`src/rtl/ram_bist_pkg.sv`:
```
// ram_bist_pkg
// Shared definitions for the March C- RAM self-test: FSM state encoding,
// element count and the per-element behaviour table.
//
// Element table: bit i of each vector describes element Mi.
//   M0: up,   w0
//   M1: up,   r0 w1
//   M2: up,   r1 w0
//   M3: down, r0 w1
//   M4: down, r1 w0
//   M5: down, r0
// The vectors are 8 bits wide so that indexing with "element + 1" from the
// final element stays inside the vector (the extra bits are never acted on).
package ram_bist_pkg;

    typedef enum logic [2:0] {
        ST_IDLE,
        ST_WRITE,
        ST_READ,
        ST_CHECK,
        ST_DONE
    } state_t;

    localparam int         NUM_ELEMENTS = 6;
    localparam logic [2:0] LAST_ELEMENT = 3'(NUM_ELEMENTS - 1);

    // Address direction: 1 = N-1 down to 0.
    localparam logic [7:0] EL_DOWN   = 8'b0011_1000;
    // Element starts each address with a read.
    localparam logic [7:0] EL_READ   = 8'b0011_1110;
    // Expected read pattern: 1 = all ones.
    localparam logic [7:0] EL_RD_ONE = 8'b0001_0100;
    // Element writes each address.
    localparam logic [7:0] EL_WRITE  = 8'b0001_1111;
    // Write pattern: 1 = all ones.
    localparam logic [7:0] EL_WR_ONE = 8'b0000_1010;

endpackage

```
`src/rtl/ram_bist_if.sv`:
```
// ram_bist_if
// Single-port synchronous RAM bus between the BIST engine and the RAM.
//   mem_addr      address presented to the RAM
//   mem_din       write data
//   mem_write_en  write strobe
//   mem_dout      read data, valid one cycle after the address (registered)
// Modports: master = BIST side, slave = RAM side.
interface ram_bist_if #(
    parameter int WIDTH      = 16,
    parameter int ADDR_WIDTH = 8
) ();

    logic [ADDR_WIDTH-1:0] mem_addr;
    logic [WIDTH-1:0]      mem_din;
    logic                  mem_write_en;
    logic [WIDTH-1:0]      mem_dout;

    modport master (
        output mem_addr,
        output mem_din,
        output mem_write_en,
        input  mem_dout
    );

    modport slave (
        input  mem_addr,
        input  mem_din,
        input  mem_write_en,
        output mem_dout
    );

endinterface

```
`src/rtl/ram_bist_addr_gen.sv`:
```
// bist_addr_gen
// Up/down address counter for the March sequence.
//   clk, rst   clock and synchronous active-high reset
//   load       load the start address of an element
//   load_down  direction of the element being loaded (start at N-1 if set, else 0)
//   step       move to the next address in direction 'down'
//   down       direction of the element currently running
//   addr       current address
//   last       current address is the terminal address for direction 'down'
module bist_addr_gen #(
    parameter int ADDR_WIDTH = 8
) (
    input  logic                  clk,
    input  logic                  rst,
    input  logic                  load,
    input  logic                  load_down,
    input  logic                  step,
    input  logic                  down,
    output logic [ADDR_WIDTH-1:0] addr,
    output logic                  last
);

    always_ff @(posedge clk) begin
        if (rst) begin
            addr <= '0;
        end else if (load) begin
            addr <= load_down ? '1 : '0;
        end else if (step) begin
            addr <= down ? addr - ADDR_WIDTH'(1) : addr + ADDR_WIDTH'(1);
        end
    end

    // Terminal address is compared directly so that an element never relies
    // on the counter wrapping around.
    assign last = down ? (addr == '0) : (addr == '1);

endmodule

```
`src/rtl/ram_bist.sv`:
```
// ram_bist
// March C- built-in self-test initiator for a single-port synchronous RAM.
//   clk, rst    clock and synchronous active-high reset
//   start       begin a run (only honoured while idle)
//   mem         RAM bus (master side)
//   busy        high while a run is in progress
//   done        one-cycle pulse at the end of a run
//   pass        result of the last completed run
//   fail_addr   address of the first mismatch (0 on pass)
//   fail_data   data read at fail_addr (0 on pass)
module ram_bist
    import ram_bist_pkg::*;
#(
    parameter int WIDTH      = 16,
    parameter int ADDR_WIDTH = 8
) (
    input  logic                  clk,
    input  logic                  rst,
    input  logic                  start,
    ram_bist_if.master            mem,
    output logic                  busy,
    output logic                  done,
    output logic                  pass,
    output logic [ADDR_WIDTH-1:0] fail_addr,
    output logic [WIDTH-1:0]      fail_data
);

    state_t                state;
    logic [2:0]            element;
    logic [2:0]            next_element;
    logic [ADDR_WIDTH-1:0] addr;
    logic                  last;
    logic [WIDTH-1:0]      expected;
    logic [WIDTH-1:0]      write_data;
    logic                  mismatch;
    logic                  advance;
    logic                  gen_load;
    logic                  gen_load_down;
    logic                  gen_step;

    // Control decode. A mismatch only counts during CHECK, where mem_dout
    // carries the data for the address presented in the preceding READ.
    // The counter reloads when an element finishes at its terminal address,
    // unless that was the final element.
    always_comb begin
        next_element  = element + 3'd1;
        expected      = EL_RD_ONE[element] ? '1 : '0;
        write_data    = EL_WR_ONE[element] ? '1 : '0;
        mismatch      = (state == ST_CHECK) && (mem.mem_dout != expected);
        advance       = (state == ST_WRITE) || ((state == ST_CHECK) && !mismatch);
        gen_load      = ((state == ST_IDLE) && start) ||
                        (advance && last && (element != LAST_ELEMENT));
        gen_load_down = (state == ST_IDLE) ? EL_DOWN[0] : EL_DOWN[next_element];
        gen_step      = advance && !last;
    end

    bist_addr_gen #(
        .ADDR_WIDTH (ADDR_WIDTH)
    ) addr_gen (
        .clk       (clk),
        .rst       (rst),
        .load      (gen_load),
        .load_down (gen_load_down),
        .step      (gen_step),
        .down      (EL_DOWN[element]),
        .addr      (addr),
        .last      (last)
    );

    // RAM bus decode. In a read+write element the new pattern is written in
    // the CHECK cycle itself, but only if the read matched.
    always_comb begin
        mem.mem_addr     = '0;
        mem.mem_din      = '0;
        mem.mem_write_en = 1'b0;
        case (state)
            ST_WRITE: begin
                mem.mem_addr     = addr;
                mem.mem_din      = write_data;
                mem.mem_write_en = 1'b1;
            end
            ST_READ: begin
                mem.mem_addr = addr;
            end
            ST_CHECK: begin
                mem.mem_addr     = addr;
                mem.mem_din      = EL_WRITE[element] ? write_data : '0;
                mem.mem_write_en = EL_WRITE[element] && !mismatch;
            end
            default: begin
            end
        endcase
    end

    // Main sequencer. WRITE and CHECK share the "advance" path: step to the
    // next address, or at the terminal address move to the next element
    // (whose first state depends on whether it reads), or finish after M5.
    always_ff @(posedge clk) begin
        if (rst) begin
            state     <= ST_IDLE;
            element   <= '0;
            busy      <= 1'b0;
            done      <= 1'b0;
            pass      <= 1'b0;
            fail_addr <= '0;
            fail_data <= '0;
        end else begin
            done <= 1'b0;
            case (state)
                ST_IDLE: begin
                    if (start) begin
                        state     <= ST_WRITE;
                        element   <= '0;
                        busy      <= 1'b1;
                        pass      <= 1'b0;
                        fail_addr <= '0;
                        fail_data <= '0;
                    end
                end
                ST_WRITE, ST_CHECK: begin
                    if (mismatch) begin
                        fail_addr <= addr;
                        fail_data <= mem.mem_dout;
                        pass      <= 1'b0;
                        busy      <= 1'b0;
                        done      <= 1'b1;
                        state     <= ST_DONE;
                    end else if (last) begin
                        if (element == LAST_ELEMENT) begin
                            pass  <= 1'b1;
                            busy  <= 1'b0;
                            done  <= 1'b1;
                            state <= ST_DONE;
                        end else begin
                            element <= next_element;
                            state   <= EL_READ[next_element] ? ST_READ : ST_WRITE;
                        end
                    end else begin
                        state <= EL_READ[element] ? ST_READ : ST_WRITE;
                    end
                end
                ST_READ: begin
                    state <= ST_CHECK;
                end
                ST_DONE: begin
                    state <= ST_IDLE;
                end
                default: begin
                    state <= ST_IDLE;
                end
            endcase
        end
    end

endmodule

```
`src/flat_wrapper.sv`:
```
// flat-port wrapper written by rule: the top's interface ports become plain ports
module ram_bist_flat import ram_bist_pkg::*;
#(
    parameter int WIDTH      = 16,
    parameter int ADDR_WIDTH = 8
)
  (clk, rst, start, busy, done, pass, fail_addr, fail_data, mem_mem_addr, mem_mem_din, mem_mem_write_en, mem_mem_dout);
  ram_bist_if #(.WIDTH(WIDTH), .ADDR_WIDTH(ADDR_WIDTH)) mem_i ();
  input  logic clk;
  input  logic rst;
  input  logic start;
  output logic busy;
  output logic done;
  output logic pass;
  output logic [ADDR_WIDTH-1:0] fail_addr;
  output logic [WIDTH-1:0] fail_data;
  output wire logic [$bits(mem_i.mem_addr)-1:0] mem_mem_addr;
  output wire logic [$bits(mem_i.mem_din)-1:0] mem_mem_din;
  output wire logic [$bits(mem_i.mem_write_en)-1:0] mem_mem_write_en;
  input wire logic [$bits(mem_i.mem_dout)-1:0] mem_mem_dout;
  assign mem_mem_addr = mem_i.mem_addr;
  assign mem_mem_din = mem_i.mem_din;
  assign mem_mem_write_en = mem_i.mem_write_en;
  assign mem_i.mem_dout = mem_mem_dout;
  ram_bist #(.WIDTH(WIDTH), .ADDR_WIDTH(ADDR_WIDTH)) u_core (.clk(clk), .rst(rst), .start(start), .mem(mem_i), .busy(busy), .done(done), .pass(pass), .fail_addr(fail_addr), .fail_data(fail_data));
endmodule
```
`config.mk`:
```
export PLATFORM = sky130hd
export DESIGN_NAME = ram_bist_flat
export DESIGN_NICKNAME = d
export VERILOG_FILES = /design/src/rtl/ram_bist_pkg.sv /design/src/rtl/ram_bist_if.sv /design/src/rtl/ram_bist_addr_gen.sv /design/src/rtl/ram_bist.sv /design/src/flat_wrapper.sv
export SDC_FILE = /design/constraint.sdc
export NUM_CORES = 1
export LEC_CHECK = 0
export ABC_AREA = 1
export CORE_MARGIN = 2
export CORE_UTILIZATION = 30
export CTS_BUF_LIST = sky130_fd_sc_hd__clkbuf_16
export CTS_CLUSTER_DIAMETER = 30
export CTS_CLUSTER_SIZE = 30
export DETAILED_ROUTE_END_ITERATION = 12
export SLEW_MARGIN = 20
export SYNTH_ARGS = -nofsm -noshare
export SYNTH_HDL_FRONTEND = slang
export SYNTH_SLANG_ARGS = --single-unit
```
`constraint.sdc`:
```
create_clock -name clk -period 3.8 [get_ports clk]
set_input_delay 0.95 -clock clk [delete_from_list [all_inputs] [get_ports clk]]
set_output_delay 0.95 -clock clk [all_outputs]
set_load 0.005 [all_outputs]
```
# Word level (Yosys, flattened, before mapping)

Memory sizes are Yosys's and may differ from the RTL's. A register that Yosys moved wholly into a read port is not among the register bits.
Cells that the tools add are included.

Register bits after elaboration: 41
Memory bits (read-only): 56
Input port bits: 19
Word-level logic and storage cells: 116
Memories: 7

Memory list:

| name             | words | bits a word | rd ports | clocked after Yosys merged registers in | write ports | line            | RTL |
|---|---|---|---|---|---|---|---|
| (name not given) | 8     | 1           | 1        | 1                                       | 0           | ram_bist.sv:65  | `.down (EL_DOWN[element]),` |
| (name not given) | 8     | 1           | 1        | 1                                       | 0           | ram_bist.sv:139 | `state <= EL_READ[element] ? ST_READ : ST_WRITE;` |
| (name not given) | 8     | 1           | 1        | 1                                       | 0           | ram_bist.sv:87  | `mem.mem_din = EL_WRITE[element] ? write_data : '0;` |
| (name not given) | 8     | 1           | 1        | 0                                       | 0           | ram_bist.sv:53  | `gen_load_down = (state == ST_IDLE) ? EL_DOWN[0] : EL_DOWN[next_element];` |
| (name not given) | 8     | 1           | 1        | 1                                       | 0           | ram_bist.sv:48  | `write_data = EL_WR_ONE[element] ? '1 : '0;` |
| (name not given) | 8     | 1           | 1        | 1                                       | 0           | ram_bist.sv:47  | `expected = EL_RD_ONE[element] ? '1 : '0;` |
| 1 more memories  | n/a   | n/a         | n/a      | n/a                                     | n/a         | n/a             |  |

Add/subtract/negate cells: 3
$lt $le $gt $ge: 2
Eq/ne operators: 14
Mux-type cells: 60
Bitwise logic cells: 1
Reductions and logical operators: 21

Operators by type and width:

| kind                  | number |
|---|---|
| $mux W16              | 5 |
| $pmux W16 S2          | 2 |
| $mux W8               | 7 |
| $mux W3               | 18 |
| $mux W1               | 20 |
| $ne A16 B16 Y1        | 1 |
| $pmux W8 S2           | 1 |
| $pmux W3 S3           | 1 |
| $add A8 B1 Y8 const B | 1 |
| $eq A8 B8 Y1 const B  | 1 |
| $logic_not A8 Y1      | 1 |
| $lt A3 B4 Y1 const B  | 2 |
| $sub A8 B1 Y8 const B | 1 |
| $logic_and A1 B1 Y1   | 7 |
| $eq A3 B2 Y1 const B  | 2 |
| $ne A2 B2 Y1 const B  | 3 |
| $ne A3 B1 Y1 const B  | 2 |
| $pmux W1 S2           | 3 |
| $pmux W3 S2           | 1 |
| $reduce_and A5 Y1     | 1 |
| $mux W2               | 2 |
| $ne A2 B1 Y1 const B  | 2 |
| $reduce_and A4 Y1     | 1 |
| $reduce_bool A2 Y1    | 2 |
| 11 further kinds      | 14 |

# Depth between registers and ports, before layout

Gate-level depths: netlist of the first run.

Word-level depth: 12
Mapped depth: 14
Mapped depth without buffers: 13

# By module

Synthesis of the first run repeated with hierarchy kept, for this count alone.

Cell total of the unflattened synthesis: 379
Area total of the unflattened synthesis: 2723.9 um^2

By module, submodules not included:

| module        | times used | cells an instance | area an instance (um^2) | seq. area each (um^2) |
|---|---|---|---|---|
| ram_bist      | 1          | 277               | 1954.4                  | 760.7 |
| bist_addr_gen | 1          | 102               | 769.5                   | 160.2 |

# Worst setup path after synthesis of the first run

No wires, ideal clock.

Path kind: input to output
Start point: in mem_mem_dout[0]
End point: out mem_mem_write_en
Arrival time: 1.575 ns
Slack: 1.275 ns
Cell stages on the path: 6
Path buffers: 0
Cell sequence: or2_1 nor2_1 nand2_1 nand2_1 nand2_2 a21oi_1

Cells in the longest elaborated chain, start to end: 5

Ends and longest elaborated chain:

| item                | line               | RTL |
|---|---|---|
| start, declared     | flat_wrapper.sv:20 | `input wire logic [$bits(mem_i.mem_dout)-1:0] mem_mem_dout;` |
| $ne A16 B16 Y1      | ram_bist.sv:49     | `mismatch = (state == ST_CHECK) && (mem.mem_dout != expected);` |
| $logic_and A1 B1 Y1 | ram_bist.sv:49     |  |
| $logic_not A1 Y1    | ram_bist.sv:88     | `mem.mem_write_en = EL_WRITE[element] && !mismatch;` |
| $logic_and A1 B1 Y1 | ram_bist.sv:88     |  |
| $pmux W1 S2         | ram_bist.sv:76     | `case (state)` |
| end, declared       | flat_wrapper.sv:19 | `output wire logic [$bits(mem_i.mem_write_en)-1:0] mem_mem_write_en;` |

Every way passes these cells.

# Worst setup path in the final report of the first run

Ends and elaborated chain as after synthesis.

==> results of run 1 <==
[state kept, by name, indices dropped and copies added (netlist names), named ones only]
name / count
u_core.fail_data: 16
u_core.addr_gen.addr: 8
u_core.fail_addr: 8
u_core.element: 3
u_core.state: 3
u_core.addr_gen.down: 1
u_core.busy: 1
u_core.done: 1
u_core.expected: 1
u_core.pass: 1
u_core.write_data: 1
[routing by layer]
| layer | GRT usage | up-vias | part of all wire |
|---|---|---|---|
| met5 | 0 | - | 0 |
| met4 | 0.0250 | 0 | 0.0013 |
| met3 | 0.0321 | 2 | 0.061 |
| met2 | 0.231 | 82 | 0.47 |
| met1 | 0.187 | 1056 | 0.47 |
| li1 | - | 1204 | - |
[layout by cell type, fill, tap and decap left out, types with 8 or more instances in the layout]
cell	instances
dfxtp_1	46
nor2_1	58
ha_1	10
clkdlybuf4s50_1	70
nand3_1	13
nand2_4	8
a21oi_1	18
inv_1	33
a22oi_1	24
nand2_1	53
o21ai_0	15
[logic make-up after synthesis]
logic type      count (synthesis)  synth area share
xor+xnor                        4            0.0138
simple gates                  157             0.294
compound gates                 62             0.155
buf+inv                        60             0.117
flops                          46             0.363
fa+ha+maj                      11            0.0573
[power breakdown]
group / internal [mW] / switching [mW]
clock: 0.308 / 0.177
combinational: 0.207 / 0.289
sequential: 0.533 / 0.0657
[area by class of cell]
type                    count  area [um2]
clock buffers               5         125
clock inverters             3        40.0
fillers                   875        4830
inverters                  36         135
multi-input cells         234        1320
flip-flops and latches     46         921
well taps                 105         131
repair buffers             72         716
[worst register-to-register path, cell delays in order, from the launching register on]
cell	delay, ns
dfxtp_1	0.52
inv_1	0.18
fa_1	0.48
o21ai_0	0.32
a21oi_1	0.12
o21bai_1	0.17
xor2_1	0.19
a21oi_1	0.10
nor2_1	0.08
[per-stage QoR]
step                      hold WS (ns)  setup slack (ns)  total power, mW  area [um2]  cells
after floorplan                  0.457              1.27            0.953        2530    340
after global placement           0.478             0.147             1.09        3220    493
after detailed placement         0.486             0.194             1.11        3220    493
after CTS                        0.504             0.168             1.59        3390    501
after global routing             0.522            0.0884             1.69        3390    501
final                            0.497             0.184             1.58        3390    501
[path summary, 6_finish.rpt]
path	to	slack [ns]	start
max reg2reg	u_core.addr_gen.addr[6]	1.58	u_core.addr_gen.down
max	mem_mem_write_en	0.18	mem_mem_dout[0]
min reg2reg	u_core.fail_addr[3]	0.50	u_core.fail_addr[3]
min	u_core.fail_addr[3]	0.50	u_core.fail_addr[3]
==> run metrics, run 1 <==
status finished, final reports clean; chip height 95.9 um; commonest register cell after synthesis dfxtp_1; worst min path class register to register; via/cell ratio 4.68; final hold violations 0; H-tree depth 2; starting density of the core 0.309; initial drt markers 71; GRT Total Usage 0.140; area of the core 8220 um2; max incr delay on CP 0.55 ns; clk_skew 0.00181 ns; share of cells above drive strength 1 0.0884; Mapped Area 2530 um2; CP Capture Type output pin; antenna violations before repair 0; site row count 33; Synth area leaders dfxtp_1, nor2_1, nand2_1; Total Wirelength 6230 um; antenna cells 0; Bufs and invs on worst path 2; worst r2r path cells 8; CTS tree built; final cycle utilization of the critical path 0.952; Synth top area share 0.363; f_max 277 MHz; post-layout util 0.412; CP max FO 3; total setup buffers inserted after CTS 0; antenna-violating nets left 0; clk_lat worst skew 0.28 ns; root buffer cell clkbuf_16; clock slew at reported path FFs 0.06 ns; RSZ-0062 raised after global routing no; Crit Path Category input port to output pin; Hold Buf Count CTS 0; final slew viol count 0; Synthesis Warnings 0; DRC 0; CP Launch Type input port; CTS max path bufs 2; PortBufs 70; Final GP Congestion 0.827; drt wl/cell 12.4 um; Leak 1.42 nW; DP Wirelength 4740 um; Seq/Total Area, Yosys 0.363; CP delay by family, top buffers and inverters; Avg Inst Size Synth 7.46 um2; CP max stage cell clkdlybuf4s50_1; gate count of the mapped netlist 340; Area Growth Syn to Fin 33.6%; worst-margin pin slew 0.629 ns; Yosys cell types 32; vias in the first global route 2200; leading area contributor after synthesis dfxtp_1; crit path DAT 2.67 ns; peak supply drop 0.248 mV; Post-synth top cells nor2_1, nand2_1, dfxtp_1; drt pass-1 iters 4; EDFF count, synth 0; ys async rst share 0; Die Wd 95.9 um; Synth Net Count 370; Slew headroom 0.579; crit-path cells clkdlybuf4s50_1 > or2_1 > nor2_1 > nand2_1 > nand2_1 > nand2_2 > a21oi_1 > clkdlybuf4s50_1; via count 2344; first-pass GRT wire length 10300 um; nets@finish 425; max cap viols 0; post_cts resized 0; minimum clock period 3.62 ns; die footprint 9200 um2; Levels on crit path 8; Hold Path Depth 2; Sink Count 46; total gr overflow 0; largest net degree at the start of global routing 29; Critical Path RT 2.85 ns; IO Count 71; top-count cell post-synth nor2_1; synthesis-stage register bit count 46; pwr/cell area 466 nW/um2; final setup vio count 0; setup TNS 0 ns; cts bufs inserted 5
Note: power is estimated with default switching activity, not from simulation.
==> run 2: changes to the inputs <==
Settings changed: CAP_MARGIN from default to 20, CORE_UTILIZATION 30 to 50, GPL_ROUTABILITY_DRIVEN from default to 1, PLACE_DENSITY from default to 0.83.
==> run metrics, run 2 (synthesized netlist as in run 1, its figures left out) <==
Area Growth Syn to Fin 31.7%; CP delay by family, top buffers and inverters; placed cell count 455 (-7.7%); via/cell ratio 5.27 (+13%); Most flops, register u_core.fail_data; CP Capture Type output pin; area of the core 4820 um2 (-41%); crit-path cells clkdlybuf4s50_1 > or2_1 > nor2_1 > nand2_1 > nand2_1 > nand2_2 > a21oi_1 > clkdlybuf4s50_1; RSZ-0062 raised after global routing no; post-layout util 0.693 (+0.281); chip height 75.2 um (-22%); CTS max path bufs 2 (unchanged); most common cell after layout, fill and taps aside clkdlybuf4s50_1; final setup vio count 0 (unchanged); Sink Count 46 (unchanged); Filler cells 396 (-55%); share of cells above drive strength 1 0.0859 (-0.00253); largest net degree at the start of global routing 30 (+3.4%); most frequent cells in the layout clkdlybuf4s50_1, nor2_1, nand2_1, dfxtp_1, inv_1; Die Wd 75.2 um (-22%); site row count 25 (-24%); antenna cells 0 (unchanged); worst min path class register to register; initial drt markers 188 (+160%); final setup margin 0.165 ns (-0.0187 ns); clock slew at reported path FFs 0.06 ns (about the same); Non-Filler Instances 463 (-7.6%); peak supply drop 0.315 mV (+27%); status finished, final reports clean; CTS tree built; H-tree depth 2 (unchanged); clk_skew 0.00332 ns (+0.00151 ns); worst-margin pin slew 0.655 ns (+0.0263 ns); first-pass GRT wire length 9850 um (-4.2%); max incr delay on CP 0.54 ns (about the same); drt pass-1 iters 4 (unchanged); Crit Path Category input port to output pin; cts bufs inserted 5 (unchanged); total gr overflow 0 (unchanged); final cycle utilization of the critical path 0.956 (+0.00493); final slew viol count 0 (unchanged); Slew headroom 0.562 (-0.0176); Leak 1.41 nW (-0.17%); via count 2438 (+4.0%); final hold violations 0 (unchanged); Total Wirelength 6110 um (-1.9%); total setup buffers inserted after CTS 0 (unchanged); antenna-violating nets left 0 (unchanged); GRT Total Usage 0.226 (+0.0863); f_max 275 MHz (-0.52%); minimum clock period 3.63 ns (+0.0187 ns); CP max FO 3 (unchanged); PortBufs 70 (unchanged); Regs by FF count u_core.fail_data: 16 flops, u_core.addr_gen.addr: 8 flops, u_core.fail_addr: 8 flops; vias in the first global route 2271 (+3.2%); drt wl/cell 13.2 um (+6.2%); setup TNS 0 ns (unchanged); pwr/cell area 473 nW/um2 (+1.4%); max cap viols 0 (unchanged); clk_lat worst skew 0.29 ns (about the same); DRC 0 (unchanged); worst hold margin 0.495 ns (-0.00253 ns); antenna violations before repair 0 (unchanged); Bufs and invs on worst path 2 (unchanged); Final GP Congestion 0.818 (-1.1%); starting density of the core 0.526 (+0.218); nets@finish 425 (unchanged); post_cts resized 0 (unchanged); CP Launch Type input port; root buffer cell clkbuf_16; CP max stage cell clkdlybuf4s50_1; IO Count 71 (unchanged); max FFs per register 16 (unchanged); die footprint 5660 um2 (-39%); Hold Buf Count CTS 0 (unchanged); pre-CTS setup slack 0.199 ns (+0.00530 ns); Critical Path RT 2.85 ns (about the same); crit path DAT 2.68 ns (about the same); DP Wirelength 4380 um (-7.5%)
==> run 2: changes by cell type in the layout (fill, tap and decap cells not counted), sizes merged <==
cell / before / now
clkinvlp: 0 / 1
inv: 36 / 37
clkinv: 2 / 0
==> run 2: routing by layer <==
| metal | part of all wire | wire length [um] | GRT usage |
|---|---|---|---|
| met5 | 0 | 0 | 0 |
| met4 | 0.019 | 114 | 0.0858 |
| met3 | 0.063 | 386 | 0.0455 |
| met2 | 0.51 | 3130 | 0.406 |
| met1 | 0.41 | 2490 | 0.264 |
==> run 2: per-stage QoR <==
step	cell area [um2]	total power [mW]
2_1_floorplan	2530	0.953
3_3_place_gp	3170	1.08
3_5_place_dp	3170	1.10
4_1_cts	3340	1.58
5_1_grt	3340	1.67
6_report	3340	1.58
==> run 2: path summary, 6_finish.rpt <==
| check | start | endpoint | slack (ns) | cells past startpoint |
|---|---|---|---|---|
| worst max-delay path | mem_mem_dout[0] | mem_mem_write_en | 0.17 | 8 |
| worst min-delay path | u_core.fail_data[11] | u_core.fail_data[11] | 0.49 | 2 |
| worst max register to register | u_core.addr_gen.down | u_core.addr_gen.addr[6] | 1.61 | 8 |
| worst min register to register | u_core.fail_data[11] | u_core.fail_data[11] | 0.49 | 2 |
==> run 2: tightest hold or removal path: stages, from the launching register on <==
cell and delay [ns]:
dfxtp_1 0.32, a22oi_1 0.06, nor2_1 0.08
==> run 2: layout make-up <==
| class | instances | area [um2] | share of cell area |
|---|---|---|---|
| multi-input cells | 234 | 1320 | 0.395 |
| clock buffers | 5 | 125 | 0.0375 |
| clock inverters | 3 | 41.3 | 0.0124 |
| flip-flops and latches | 46 | 921 | 0.276 |
| inverters | 36 | 135 | 0.0405 |
| well taps | 67 | 83.8 | 0.0251 |
| repair buffers | 72 | 716 | 0.214 |
==> run 2: power breakdown <==
part           switching, mW  leakage [nW]  internal [mW]
Sequential            0.0658         0.375          0.533
Combinational          0.285         0.958          0.206
Clock                  0.181        0.0812          0.308
==> run 3: changes to the inputs <==
Settings changed: PLACE_DENSITY 0.83 to 0.92.
==> run metrics, run 3 (synthesized netlist as in run 1, its figures left out) <==
Hold Buf Count CTS 0 (unchanged); final hold violations 0 (unchanged); peak supply drop 0.303 mV (-3.7%); starting density of the core 0.526 (unchanged); Die Wd 75.2 um (unchanged); Most flops, register u_core.fail_data; Area Growth Syn to Fin 31.9%; RSZ-0062 raised after global routing no; most frequent cells in the layout clkdlybuf4s50_1, nor2_1, nand2_1, dfxtp_1, inv_1; total setup buffers inserted after CTS 0 (unchanged); met1 usage 0.285 (+0.0218); vias in the first global route 2193 (-3.4%); post-route design area 3340 um2 (+0.11%); RR Startpoint u_core.addr_gen.down; Hold Path Depth 2 (unchanged); area of the core 4820 um2 (unchanged); final slew viol count 0 (unchanged); total gr overflow 0 (unchanged); Filler cells 380 (-4.0%); max cap viols 0 (unchanged); final setup margin 0.153 ns (-0.0128 ns); Reg-to-Reg End u_core.addr_gen.addr[6]; Non-Filler Instances 463 (unchanged); Worst Setup SP mem_mem_dout[0]; Sink Count 46 (unchanged); via count 2488 (+2.1%); Regs by FF count u_core.fail_data: 16 flops, u_core.addr_gen.addr: 8 flops, u_core.fail_addr: 8 flops; H-tree depth 2 (unchanged); first-pass GRT wire length 10100 um (+2.6%); IO Count 71 (unchanged); most common cell after layout, fill and taps aside clkdlybuf4s50_1; Hold Path End u_core.pass; site row count 25 (unchanged); clock slew at reported path FFs 0.07 ns (about the same); CP Capture Type output pin; worst min path class register to register; crit-path cells clkdlybuf4s50_1 > or2_1 > nor2_1 > nand2_1 > nand2_1 > nand2_2 > a21oi_1 > clkdlybuf4s50_1; met3 usage 0.0442 (-0.00134); antenna violations before repair 0 (unchanged); CP Launch Type input port; via/cell ratio 5.37 (+2.1%); cts bufs inserted 5 (unchanged); max incr delay on CP 0.53 ns (about the same); pwr/cell area 478 nW/um2 (+1.1%); GRT Total Usage 0.233 (+0.00729); Bufs and invs on worst path 2 (unchanged); final cycle utilization of the critical path 0.960 (+0.00338); R2R setup slack 1.60 ns (about the same); f_max 274 MHz (-0.35%); max FFs per register 16 (unchanged); CTS max path bufs 2 (unchanged); PortBufs 70 (unchanged); antenna-violating nets left 0 (unchanged); Slew headroom 0.589 (+0.0273); minimum clock period 3.65 ns (+0.0128 ns); crit path DAT 2.70 ns (+0.02 ns); drt pass-1 iters 5 (+1); clk_skew 0.00429 ns (+0.000966 ns); share of cells above drive strength 1 0.0884 (+0.00253); largest net degree at the start of global routing 30 (unchanged); pre-CTS setup slack 0.167 ns (-0.0324 ns); Leak 1.41 nW (-0.37%); worst r2r path cells 8 (unchanged); Critical Path RT 2.85 ns (about the same); Final GP Congestion 0.845 (+3.3%); placed cell area 3170 um2 (unchanged); status finished, final reports clean; Crit Path Category input port to output pin; setup TNS 0 ns (unchanged); worst-margin pin slew 0.614 ns (-0.0408 ns); CP max FO 3 (unchanged); die footprint 5660 um2 (unchanged); hold_sp u_core.pass; drt wl/cell 14.4 um (+9.1%); antenna cells 0 (unchanged); GRT met2 Usage 0.414 (+0.00780); post-layout util 0.694 (+0.000779); chip height 75.2 um (unchanged); CTS tree built; gr busiest metal met2; placed cell count 455 (unchanged); CP delay by family, top buffers and inverters; clk_lat worst skew 0.29 ns (about the same); final setup vio count 0 (unchanged); DRC 0 (unchanged); post_cts resized 0 (unchanged); nets@finish 425 (unchanged); Total Wirelength 6670 um (+9.1%); DP Wirelength 4820 um (+10%); root buffer cell clkbuf_16; initial drt markers 257 (+37%); CP max stage cell clkdlybuf4s50_1
[run 3: changes by cell type in the layout (fill, tap and decap cells not counted), sizes merged]
cell,change
inv,-1
clkinvlp,+1
[run 3: per-stage QoR]
| step | total power [mW] | hold slack, ns |
|---|---|---|
| 2_1_floorplan | 0.953 | 0.457 |
| 3_3_place_gp | 1.07 | 0.478 |
| 3_5_place_dp | 1.10 | 0.479 |
| 4_1_cts | 1.59 | 0.497 |
| 5_1_grt | 1.68 | 0.529 |
| 6_report | 1.60 | 0.493 |
[run 3: how the worst max path moves through the flow]
stage,depth (start not counted),slack (ns),end
3_3_place_gp,8,0.21,mem_mem_write_en
5_1_grt,8,0.06,mem_mem_write_en
6_report,8,0.15,mem_mem_write_en
3_5_place_dp,8,0.17,mem_mem_write_en
2_1_floorplan,6,1.27,mem_mem_write_en
4_1_cts,8,0.16,mem_mem_write_en
[run 3: where the power goes]
| group | internal, mW | switching, mW | total (mW) |
|---|---|---|---|
| logic | 0.206 | 0.290 | 0.497 |
| clock network | 0.310 | 0.188 | 0.498 |
| registers | 0.533 | 0.0706 | 0.603 |
| total | 1.05 | 0.549 | 1.60 |
[run 3: layout make-up]
type	count	area (um2)	share of cell area
clock inverter	3	45.0	0.0135
sequential	46	921	0.275
multi-input combinational	234	1320	0.394
inverter	36	135	0.0404
tap	67	83.8	0.0251
timing repair buffer	72	716	0.214
clock buffer	5	125	0.0374
[run 3: worst register-to-register path: cells and delay by family (launching register included)]
kind,cells,cell delay [ns]
compound gates,4,0.69
xor+xnor,1,0.16
fa+ha+maj,1,0.48
buf+inv,1,0.17
flops,1,0.51
simple gates,1,0.11
[run 3: routing by layer]
metal  wire (um)  up-vias
met5           0        -
met2        3460       90
met1        2750     1179
met4          99        0
met3         353       12
li1            -     1207
==> RTL change 1 (flow settings as in run 1) <==
The 5 states of `state_t` get a one-hot encoding in 5 bits.
--- a/src/rtl/ram_bist_pkg.sv
+++ b/src/rtl/ram_bist_pkg.sv
@@ -14,10 +14,10 @@
 package ram_bist_pkg;
 
-    typedef enum logic [2:0] {
-        ST_IDLE,
-        ST_WRITE,
-        ST_READ,
-        ST_CHECK,
-        ST_DONE
+    typedef enum logic [4:0] {
+        ST_IDLE  = 5'b00001,
+        ST_WRITE = 5'b00010,
+        ST_READ  = 5'b00100,
+        ST_CHECK = 5'b01000,
+        ST_DONE  = 5'b10000
     } state_t;
 
Check against the original RTL: no difference found for any inputs over 10 cycles, from zero or initial values and one cycle with rst high; not proved beyond that.
==> RTL change 1 against run 1 <==
Worst setup slack worse by 0.044 ns; worst hold slack worse by 0.051 ns; synthesized area up 6.7%; total power down 16%; critical endpoint unchanged; wire length up 2.2%; synthesized cell count up 14%; sequential cell count up 2; design area up 4.9%; largest power group unchanged; critical path type unchanged.
==> RTL change 1: results <==
INSERT INTO impl_metrics (metric_group, metric, value, unit) VALUES
('run_status', 'run_status', 'completed', ''),
('synth', 'ys_types', '30', ''),
('placed_design', 'place_congestion', '0.8013', ''),
('placed_design', 'post-dp-hpwl', '4943', 'µm'),
('global_route', 'gr-usage-met1', '0.1626', ''),
('power', 'leakagePower', '1.685', 'nW'),
('power', 'highest_ir_drop_seen_on_vdd', '0.1547', 'mV'),
('global_route', 'grt_pass1_vias', '2310', ''),
('synth', 'synth_top_cells_by_area', 'sky130_fd_sc_hd__dfxtp_1, sky130_fd_sc_hd__nand2_1, sky130_fd_sc_hd__inv_1, sky130_fd_sc_hd__nor2_1, sky130_fd_sc_hd__buf_4', ''),
('synth', 'ys_top_cells_by_count', 'sky130_fd_sc_hd__nand2_1, sky130_fd_sc_hd__inv_1, sky130_fd_sc_hd__dfxtp_1', ''),
('global_route', 'grt_first_pass_wirelength', '10410', 'µm'),
('synth', 'syn_avg_cell_area', '6.972', 'µm²'),
('final_layout', 'drive_gt1_frac', '0.07830', ''),
('global_route', 'global_route.usage.total', '0.1287', ''),
('power', 'internal-power', '0.9219', 'mW'),
('global_route', 'largest_net_degree_at_the_start_of_global_routing', '23', ''),
('placed_design', 'dpl_worst_slack', '0.1535', 'ns'),
('global_route', 'grt_use_met2', '0.2225', ''),
('placed_design', 'postPlaceCellArea', '3407', 'µm²'),
('timing', 'timing.max_slew.rel_slack', '0.4123', '');
==> RTL change 1: final timing paths <==
| path | startpoint | slack (ns) | endpoint | cells past startpoint |
|---|---|---|---|---|
| worst max-delay path | mem_mem_dout[2] | 0.14 | mem_mem_write_en | 10 |
| worst min-delay path | u_core.fail_data[2]$_SDFFE_PP0P_ | 0.45 | u_core.fail_data[2]$_SDFFE_PP0P_ | 2 |
| worst max register to register | u_core.addr_gen.down$_DFF_P_ | 1.76 | u_core.addr_gen.addr[6]$_SDFFE_PP0P_ | 12 |
| worst min register to register | u_core.fail_data[2]$_SDFFE_PP0P_ | 0.45 | u_core.fail_data[2]$_SDFFE_PP0P_ | 2 |
==> RTL change 1: cell type report <==
class,count,area (µm²)
repair buffers,74,730.7
well taps,108,135.1
inverters,57,214.0
clock inverters,3,18.77
clock buffers,5,125.1
flip-flops and latches,48,960.9
fillers,873,5170
multi-input cells,260,1366
==> RTL change 1: kinds of logic after synthesis <==
kind of cell | Yosys count | synth area share
adder cells (fa/ha/maj) | 10 | 0.04903
XOR/XNOR | 2 | 0.006477
buffers and inverters | 80 | 0.1397
AND/OR/NAND/NOR | 205 | 0.3515
AO/OA/AOI/OAI | 43 | 0.09806
flip-flops | 48 | 0.3552
==> RTL change 1: power groups by stage <==
stage               Sequential (mW)  Clock [mW]  Combinational [mW]
floorplan                     0.581           0               0.214
global placement              0.592           0               0.304
detailed placement            0.592           0               0.306
CTS                           0.581       0.446               0.308
global route                  0.586       0.463               0.347
finish                        0.581       0.436               0.305
==> RTL change 1: per-layer routing <==
metal | part of all wire | routed length (µm)
met5 | 0 | 0
met3 | 0.047 | 302
met1 | 0.48 | 3051
met4 | 0.0075 | 48
met2 | 0.47 | 2966
==> RTL change 2 (flow settings as in run 1) <==
Without the edit above. `WIDTH` is set to 16 in 3 places; all go to 18.
--- a/src/rtl/ram_bist_if.sv
+++ b/src/rtl/ram_bist_if.sv
@@ -7,5 +7,5 @@
 // Modports: master = BIST side, slave = RAM side.
 interface ram_bist_if #(
-    parameter int WIDTH      = 16,
+    parameter int WIDTH      = 18,
     parameter int ADDR_WIDTH = 8
 ) ();
--- a/src/rtl/ram_bist.sv
+++ b/src/rtl/ram_bist.sv
@@ -12,5 +12,5 @@
     import ram_bist_pkg::*;
 #(
-    parameter int WIDTH      = 16,
+    parameter int WIDTH      = 18,
     parameter int ADDR_WIDTH = 8
 ) (
--- a/src/flat_wrapper.sv
+++ b/src/flat_wrapper.sv
@@ -2,5 +2,5 @@
 module ram_bist_flat import ram_bist_pkg::*;
 #(
-    parameter int WIDTH      = 16,
+    parameter int WIDTH      = 18,
     parameter int ADDR_WIDTH = 8
 )
Ports: changed (resized fail_data, mem_mem_din and mem_mem_dout); port bits go from 71 to 77. The function was not compared with the original's and may differ.
==> RTL change 2 against run 1 <==
The run now ends with design-rule violations left; critical path depth unchanged; worst setup slack better by 0.022 ns; sequential cell count up 2; via count up 13%; synthesized area up 8.5%; total power down 1.9%; design area up 7.2%; wire length up 12%; critical path type unchanged; critical endpoint unchanged; largest cell class unchanged; largest power group unchanged.
==> RTL change 2: results <==
INSERT INTO impl_metrics (metric_group, metric, value, unit) VALUES
('placed_design', 'place_congestion', '0.8436', ''),
('global_route', 'global_route.usage.total', '0.1386', ''),
('run_status', 'violations', 'design-rule violations', ''),
('critical_path', 'r2r_cells', '9', ''),
('global_route', 'gr-usage-met1', '0.1739', ''),
('run_status', 'run_status', 'complete, but fails checks', ''),
('drt', 'totalWireLength', '6955', 'µm'),
('placed_design', 'post-dp-hpwl', '5282', 'µm'),
('timing', 'final.period_utilization', '0.9459', ''),
('drt', 'drt-vias-per-instance', '4.776', ''),
('placed_design', 'cells_after_dpl', '549', ''),
('timing', 'max_slew.worst_pin.slew', '0.8617', 'ns'),
('final_layout', 'largest_registers', 'u_core.fail_data (18), u_core.addr_gen.addr (8), u_core.fail_addr (8)', ''),
('synth', 'complex_gate_fraction_of_the_synthesized_area', '0.1132', ''),
('global_route', 'grt_use_met2', '0.2406', ''),
('global_route', 'grt_first_pass_wirelength', '11260', 'µm'),
('drt', 'remaining_drc_errors', '1', ''),
('critical_path', 'setup.reg_to_reg.worst_slack', '1.68', 'ns'),
('placed_design', 'postPlaceCellArea', '3462', 'µm²'),
('power', 'power.share.sequential', '0.388', ''),
('synth', 'xor_xnor_fraction_of_synth_area', '0.006367', ''),
('power', 'combinationalPower', '0.456', 'mW'),
('power', 'highest_ir_drop_seen_on_vdd', '0.2277', 'mV'),
('drt', 'met2RoutedLength', '3400', 'µm'),
('drt', 'wl_met1', '3138', 'µm');
RTL change 2: cell types whose count changed after synthesis, moves of 21 or more:
cell	before	now
sky130_fd_sc_hd__a21oi_1	18	39
sky130_fd_sc_hd__a22oi_1	24	0
sky130_fd_sc_hd__nor2_1	58	35
sky130_fd_sc_hd__nand3_1	13	45
sky130_fd_sc_hd__nand2_1	53	88
RTL change 2: cell families (layout without fill, tap and decap cells):
| logic type | count (synthesis) | after routing |
|---|---|---|
| simple gates | 204 | 204 |
| flops | 48 | 48 |
| buf+inv | 68 | 125 |
| xor+xnor | 2 | 2 |
| fa+ha+maj | 11 | 11 |
| compound gates | 59 | 59 |
RTL change 2: cell type report:
| class | count | share of cell area |
|---|---|---|
| Sequential cell | 48 | 0.2647 |
| Inverter | 39 | 0.04033 |
| Multi-Input combinational cell | 276 | 0.3978 |
| Tap cell | 108 | 0.03723 |
| Clock buffer | 5 | 0.03447 |
| Clock inverter | 3 | 0.01172 |
| Timing Repair Buffer | 78 | 0.2137 |
